**src/rtl/rv_ctrl_pkg.sv**
```systemverilog
// Shared encodings for the multicycle RV32 main control FSM: opcodes,
// state enum and the datapath select codes driven by the controller.
package rv_ctrl_pkg;

   localparam logic [6:0] OP_LOAD   = 7'b0000011;
   localparam logic [6:0] OP_STORE  = 7'b0100011;
   localparam logic [6:0] OP_RTYPE  = 7'b0110011;
   localparam logic [6:0] OP_ITYPE  = 7'b0010011;
   localparam logic [6:0] OP_BRANCH = 7'b1100011;
   localparam logic [6:0] OP_JAL    = 7'b1101111;
   localparam logic [6:0] OP_JALR   = 7'b1100111;

   typedef enum logic [3:0] {
      S_FETCH    = 4'd0,
      S_DECODE   = 4'd1,
      S_MEMADR   = 4'd2,
      S_MEMREAD  = 4'd3,
      S_MEMWB    = 4'd4,
      S_MEMWRITE = 4'd5,
      S_EXECR    = 4'd6,
      S_EXECI    = 4'd7,
      S_ALUWB    = 4'd8,
      S_BEQ      = 4'd9,
      S_JALRADR  = 4'd10,
      S_JAL      = 4'd11,
      S_MULDIV   = 4'd12,
      S_MULWB    = 4'd13,
      S_TRAP     = 4'd14
   } state_e;

   localparam logic [1:0] SRCA_PC    = 2'b00;
   localparam logic [1:0] SRCA_OLDPC = 2'b01;
   localparam logic [1:0] SRCA_RS1   = 2'b10;

   localparam logic [1:0] SRCB_RS2   = 2'b00;
   localparam logic [1:0] SRCB_IMM   = 2'b01;
   localparam logic [1:0] SRCB_FOUR  = 2'b10;

   localparam logic [1:0] ALUOP_ADD   = 2'b00;
   localparam logic [1:0] ALUOP_SUB   = 2'b01;
   localparam logic [1:0] ALUOP_FUNCT = 2'b10;

   localparam logic [1:0] RES_ALUOUT    = 2'b00;
   localparam logic [1:0] RES_MEMDATA   = 2'b01;
   localparam logic [1:0] RES_ALURESULT = 2'b10;
   localparam logic [1:0] RES_MULDIV    = 2'b11;

endpackage

```
**src/rtl/multicycle_ctrl_fsm.sv**
```systemverilog
// Multicycle RV32 main control FSM. Sequences one instruction through a
// shared memory port (req/ready), optionally waits on an iterative mul/div
// unit, and parks in a sticky trap on an unsupported opcode.
//
//   state    | meaning
//   ---------+-----------------------------------------------------------
//   FETCH    | read instr at PC, PC <= PC+4 and latch IR when mem_ready
//   DECODE   | compute branch target OldPC+imm, dispatch on opcode
//   MEMADR   | ALUOut <= rs1+imm for lw/sw
//   MEMREAD  | load access at ALUOut, hold until mem_ready
//   MEMWB    | rd <= load data
//   MEMWRITE | store access at ALUOut, write strobe with mem_ready
//   EXECR    | register-register ALU op
//   EXECI    | register-immediate ALU op
//   ALUWB    | rd <= ALUOut
//   BEQ      | compare rs1/rs2, conditional PC write to branch target
//   JALRADR  | ALUOut <= rs1+imm (jalr target)
//   JAL      | PC <= ALUOut, ALUOut <= OldPC+4
//   MULDIV   | start pulse on entry, wait for muldiv_done
//   MULWB    | rd <= mul/div result
//   TRAP     | illegal opcode seen, parked until reset
module multicycle_ctrl_fsm
   import rv_ctrl_pkg::*;
#(
   parameter bit ENABLE_M    = 1'b1,
   parameter bit ENABLE_JALR = 1'b1,
   parameter int STATE_W     = 4
) (
   input  logic       clk,
   input  logic       reset,
   input  logic [6:0] op,
   input  logic       funct7b0,
   input  logic       mem_ready,
   input  logic       muldiv_done,
   output logic       mem_req,
   output logic       AdrSrc,
   output logic       IRWrite,
   output logic       PCUpdate,
   output logic       Branch,
   output logic       RegWrite,
   output logic       MemWrite,
   output logic [1:0] ALUSrcA,
   output logic [1:0] ALUSrcB,
   output logic [1:0] ALUOp,
   output logic [1:0] ResultSrc,
   output logic       muldiv_start,
   output logic       illegal
);

   logic [STATE_W-1:0] state_q;
   logic               illegal_q;
   logic               start_q;

   function automatic logic [STATE_W-1:0] enc(input state_e s);
      return STATE_W'(s);
   endfunction

   // State register with next-state decode; also tracks the MULDIV entry cycle and the sticky trap flag.
   always_ff @(posedge clk) begin
      if (reset) begin
         state_q   <= enc(S_FETCH);
         illegal_q <= 1'b0;
         start_q   <= 1'b0;
      end else begin
         start_q <= 1'b0;
         case (state_q)
            enc(S_FETCH): begin
               if (mem_ready) state_q <= enc(S_DECODE);
            end
            enc(S_DECODE): begin
               case (op)
                  OP_LOAD, OP_STORE: state_q <= enc(S_MEMADR);
                  OP_RTYPE: begin
                     if (!funct7b0) begin
                        state_q <= enc(S_EXECR);
                     end else if (ENABLE_M) begin
                        state_q <= enc(S_MULDIV);
                        start_q <= 1'b1;
                     end else begin
                        state_q   <= enc(S_TRAP);
                        illegal_q <= 1'b1;
                     end
                  end
                  OP_ITYPE:  state_q <= enc(S_EXECI);
                  OP_BRANCH: state_q <= enc(S_BEQ);
                  OP_JAL:    state_q <= enc(S_JAL);
                  OP_JALR: begin
                     if (ENABLE_JALR) begin
                        state_q <= enc(S_JALRADR);
                     end else begin
                        state_q   <= enc(S_TRAP);
                        illegal_q <= 1'b1;
                     end
                  end
                  default: begin
                     state_q   <= enc(S_TRAP);
                     illegal_q <= 1'b1;
                  end
               endcase
            end
            enc(S_MEMADR): begin
               // op is stable from DECODE on, so it still selects load vs store here
               if (op == OP_LOAD)       state_q <= enc(S_MEMREAD);
               else if (op == OP_STORE) state_q <= enc(S_MEMWRITE);
               else                     state_q <= enc(S_FETCH);
            end
            enc(S_MEMREAD): begin
               if (mem_ready) state_q <= enc(S_MEMWB);
            end
            enc(S_MEMWB):    state_q <= enc(S_FETCH);
            enc(S_MEMWRITE): begin
               if (mem_ready) state_q <= enc(S_FETCH);
            end
            enc(S_EXECR):    state_q <= enc(S_ALUWB);
            enc(S_EXECI):    state_q <= enc(S_ALUWB);
            enc(S_ALUWB):    state_q <= enc(S_FETCH);
            enc(S_BEQ):      state_q <= enc(S_FETCH);
            enc(S_JALRADR):  state_q <= enc(S_JAL);
            enc(S_JAL):      state_q <= enc(S_ALUWB);
            enc(S_MULDIV): begin
               if (muldiv_done) state_q <= enc(S_MULWB);
            end
            enc(S_MULWB):    state_q <= enc(S_FETCH);
            enc(S_TRAP): begin
               state_q   <= enc(S_TRAP);
               illegal_q <= 1'b1;
            end
            default:         state_q <= enc(S_FETCH);
         endcase
      end
   end

   // Moore output decode; memory-completion strobes are qualified by mem_ready and everything is held quiet in reset.
   always_comb begin
      mem_req      = 1'b0;
      AdrSrc       = 1'b0;
      IRWrite      = 1'b0;
      PCUpdate     = 1'b0;
      Branch       = 1'b0;
      RegWrite     = 1'b0;
      MemWrite     = 1'b0;
      ALUSrcA      = SRCA_PC;
      ALUSrcB      = SRCB_RS2;
      ALUOp        = ALUOP_ADD;
      ResultSrc    = RES_ALUOUT;
      muldiv_start = 1'b0;
      if (!reset) begin
         case (state_q)
            enc(S_FETCH): begin
               mem_req   = 1'b1;
               ALUSrcB   = SRCB_FOUR;
               ResultSrc = RES_ALURESULT;
               IRWrite   = mem_ready;
               PCUpdate  = mem_ready;
            end
            enc(S_DECODE): begin
               ALUSrcA = SRCA_OLDPC;
               ALUSrcB = SRCB_IMM;
            end
            enc(S_MEMADR), enc(S_JALRADR): begin
               ALUSrcA = SRCA_RS1;
               ALUSrcB = SRCB_IMM;
            end
            enc(S_MEMREAD): begin
               mem_req = 1'b1;
               AdrSrc  = 1'b1;
            end
            enc(S_MEMWB): begin
               ResultSrc = RES_MEMDATA;
               RegWrite  = 1'b1;
            end
            enc(S_MEMWRITE): begin
               mem_req  = 1'b1;
               AdrSrc   = 1'b1;
               MemWrite = mem_ready;
            end
            enc(S_EXECR): begin
               ALUSrcA = SRCA_RS1;
               ALUSrcB = SRCB_RS2;
               ALUOp   = ALUOP_FUNCT;
            end
            enc(S_EXECI): begin
               ALUSrcA = SRCA_RS1;
               ALUSrcB = SRCB_IMM;
               ALUOp   = ALUOP_FUNCT;
            end
            enc(S_ALUWB): begin
               ResultSrc = RES_ALUOUT;
               RegWrite  = 1'b1;
            end
            enc(S_BEQ): begin
               ALUSrcA = SRCA_RS1;
               ALUSrcB = SRCB_RS2;
               ALUOp   = ALUOP_SUB;
               Branch  = 1'b1;
            end
            enc(S_JAL): begin
               ALUSrcA  = SRCA_OLDPC;
               ALUSrcB  = SRCB_FOUR;
               PCUpdate = 1'b1;
            end
            enc(S_MULDIV): begin
               muldiv_start = start_q;
            end
            enc(S_MULWB): begin
               ResultSrc = RES_MULDIV;
               RegWrite  = 1'b1;
            end
            default: ;
         endcase
      end
   end

   assign illegal = illegal_q;

endmodule

```
**config.mk**
```make
export PLATFORM = sky130hd
export DESIGN_NAME = multicycle_ctrl_fsm
export DESIGN_NICKNAME = d
export VERILOG_FILES = /design/src/rtl/rv_ctrl_pkg.sv /design/src/rtl/multicycle_ctrl_fsm.sv
export SDC_FILE = /design/constraint.sdc
export NUM_CORES = 1
export LEC_CHECK = 0
export BUFFER_PORTS_ARGS = -buffer_cell sky130_fd_sc_hd__buf_2
export CORE_ASPECT_RATIO = 1.1
export CORE_UTILIZATION = 43
export DETAILED_ROUTE_END_ITERATION = 8
export GPL_TIMING_DRIVEN = 0
export PLACE_DENSITY = 0.8
export RECOVER_POWER = 50
export SLEW_MARGIN = 10
export SYNTH_ARGS = -nofsm -noshare
export SYNTH_HDL_FRONTEND = slang
export SYNTH_SLANG_ARGS = --single-unit
export TNS_END_PERCENT = 20
```
**constraint.sdc**
```tcl
create_clock -name clk -period 1.2 [get_ports clk]
set_input_delay 0.06 -clock clk [delete_from_list [all_inputs] [get_ports clk]]
set_output_delay 0.06 -clock clk [all_outputs]
set_load 0.01 [all_outputs]
```
==> results.ini <==
[outcome]
outcome = finished, violations left
violations = setup timing

[power]
powerDensity_nw_per_um2 = 2050
worst_ir_drop_vdd_uv = 1040
p_total_mw = 2.49
p_leak_nw = 0.546

[timing]
fin_ws_ns = -0.386
final_hold_viol_count = 0
fmax_mhz = 631
fin_worst_hold_slack_ns = 0.0851
max_slew_margin_pct = 64.9
rsz0062_at_grt = yes
setup_viol = 21
drv_slew = 0
fin_crit_sh_pct = 132
tightest_slew_ns = 0.526
fin_setup_tns_ns = -3.86
min_period_ns = 1.59
worst_clock_skew_ns = 0.0133

[synth]
synth_top_cell_by_area = dfxtp_1
ys_seq_area_share_pct = 15.8
syn_nets = 122
synthFlopType = dfxtp_1
yosys_warnings = 0
synthTopCellsByArea = dfxtp_1 (16%), nor2_1 (5.4%), a31oi_1 (4.9%), nand2b_1 (4.9%), nor2b_1 (4.9%)
yosysMostFrequentCell = nor2_1
synth_cell_types = 38
synth_cells = 110
synth_edf_count = 0
avgSynthCellArea_um2 = 6.93
synth_async_sr_flop_share_pct = 0
netlist_area_um2 = 762
netlist.area_leader.share_pct = 15.8
yosys_register_bits = 6
synthTopCellsByCount = nor2_1 (11), nand2_1 (7), nor3_1 (7)

[setup_path]
critPathLaunchType = flop
r2r-start = state_q[1]
ff2ff_path_depth = 5
crit_type = flop to flop
crit_path_end = state_q[1]
worstPathRequired_ns = 1.35
path_depth = 5
cp_top_family = compound AO/OA/AOI/OAI gates
crit_path_max_incr_delay_ns = 0.41
r2r-end = state_q[1]
endpoint_kind = flop
worstPathMaxFanout = 7
r2r_slack_ns = -0.39
arrival_ns = 1.74
crit_buf_inv = 0
worstSetupStartpoint = state_q[1]
path_cells = nor2b_1, o21ai_0, a31oi_1, o21ai_1, o31ai_1
critPathSlowestCell = dfxtp_4

[floorplan]
initial_core_util_pct = 47.2
boundaryPins = 29
dieHeight_um = 46.2
coreArea_um2 = 1610
die-area_um2 = 1940
rows = 15
die_w_um = 42.1

[routing]
wl_um = 2780
post-route-drc-count = 0
drtPass1Iterations = 4
drt_iter0_markers = 27
wl_per_cell_um = 16.4
ant_nets = 0
vias = 1049
vias_per_cell = 6.21

[grt]
grt_max_degree = 11
met1_usage_pct = 29.4
grt_usage_pct = 25.5
grt_pass1_wl_um = 3800
grt-ovfl-total = 0
grtUsageMet2_pct = 46.9
grt.met3_usage_pct = 4.31
first_global_vias = 926
busiest_layer = met2
antenna_found_initial = 0

[clock_tree]
cts_tree = yes
clk_path_buf_depth = 2
insertion_delay_ns = 0.26
h-tree-depth = 1
holdBufCountCts = 0
clkSinkCount = 6
clk_pin_slew_ns = 0.05
cts_buffers = 3
root_buffer = clkbuf_4

[hold_path]
hp-start = mem_ready
hold_path.class = primary input to flop

[layout]
fin_nets = 166
nFillCells = 116
area_growth_pct = 59.8
n_antenna_cell = 0
drive_above_1_share_pct = 52.6

[placed_design]
portBuffers = 28
dp_hpwl_um = 1640
gp_congestion = 0.851

[run]
maxCapViolations = 0

## final cells by class
type / count / area, um^2 / share of cell area (%)
buffer: 7 / 75.1 / 6.17
clock buffer: 3 / 22.5 / 1.85
inverter: 4 / 18.8 / 1.54
multi-input combinational: 91 / 687 / 56.4
sequential: 6 / 135 / 11.1
tap: 17 / 21.3 / 1.75
timing repair buffer: 41 / 258 / 21.2
## through the flow
| step | setup WS, ns | cells | util [%] | instance area (um^2) |
|---|---|---|---|---|
| 2_1_floorplan | -0.0423 | 110 | - | 785 |
| 3_3_place_gp | -0.321 | 155 | 58.6 | 946 |
| 3_5_place_dp | -0.268 | 155 | 58.6 | 946 |
| 4_1_cts | -0.352 | 162 | 66.0 | 1060 |
| 5_1_grt | -0.452 | 169 | 75.4 | 1220 |
| 6_report | -0.386 | 169 | 75.4 | 1220 |
## placed cells by master, fill, tap and decap left out, types with 2 or more instances in the layout
master,count
nand3_1,4
nand2_4,2
nand2b_1,3
nor2_1,8
nor3_2,4
buf_6,4
buf_8,2
nand2b_4,3
a21boi_1,2
xnor2_1,2
and3_1,2
clkbuf_4,3
clkbuf_1,2
a31oi_1,5
dfxtp_4,4
o21ai_0,4
a22o_1,2
a211oi_1,2
nand3b_1,2
inv_1,3
nor2b_1,3
nor3_1,3
dfxtp_1,2
a211oi_2,3
buf_4,12
buf_2,27
nor2_4,3
nand2_1,4
o22ai_1,2
nor2b_2,2
a21oi_1,6
## flip-flops by register name, summed over array words and instances (netlist names)
signal / flops
state_q: 4
illegal: 1
start_q: 1
## how the worst min path moves through the flow
stage | to | depth (start not counted)
after floorplan | AdrSrc | 1
after global placement | state_q[1] | 2
after detailed placement | state_q[1] | 2
after CTS | state_q[1] | 2
after global routing | state_q[1] | 2
final | state_q[1] | 2
## kinds of logic (layout without fill, tap and decap cells)
| family | after synthesis | in the layout | share of synthesized area [%] |
|---|---|---|---|
| xor+xnor | 2 | 2 | 2.30 |
| compound gates | 35 | 35 | 31.4 |
| flops | 6 | 6 | 15.8 |
| simple gates | 54 | 54 | 40.6 |
| buf+inv | 13 | 55 | 10.0 |
## power by group
group          total, mW  internal [mW]  switching, mW
clock              0.212          0.115         0.0974
sequential         0.389          0.287          0.103
combinational       1.89          0.900          0.989
total               2.49           1.30           1.19
## per-layer routing
layer | up-vias | share of wire (%)
met2 | 58 | 50
met3 | 9 | 6.9
met1 | 483 | 41
met4 | 0 | 1.8
met5 | - | 0
li1 | 499 | -
## timing repair
action / in CTS / in global routing
pin swaps: 5 / 6
hold endpoints to repair: 0 / 0
resized for setup: 23 / 22
cloned: 0 / 1
buffers inserted: 5 / 7
setup endpoints to repair: 22 / 22
Power figures use the tool's default switching activity.
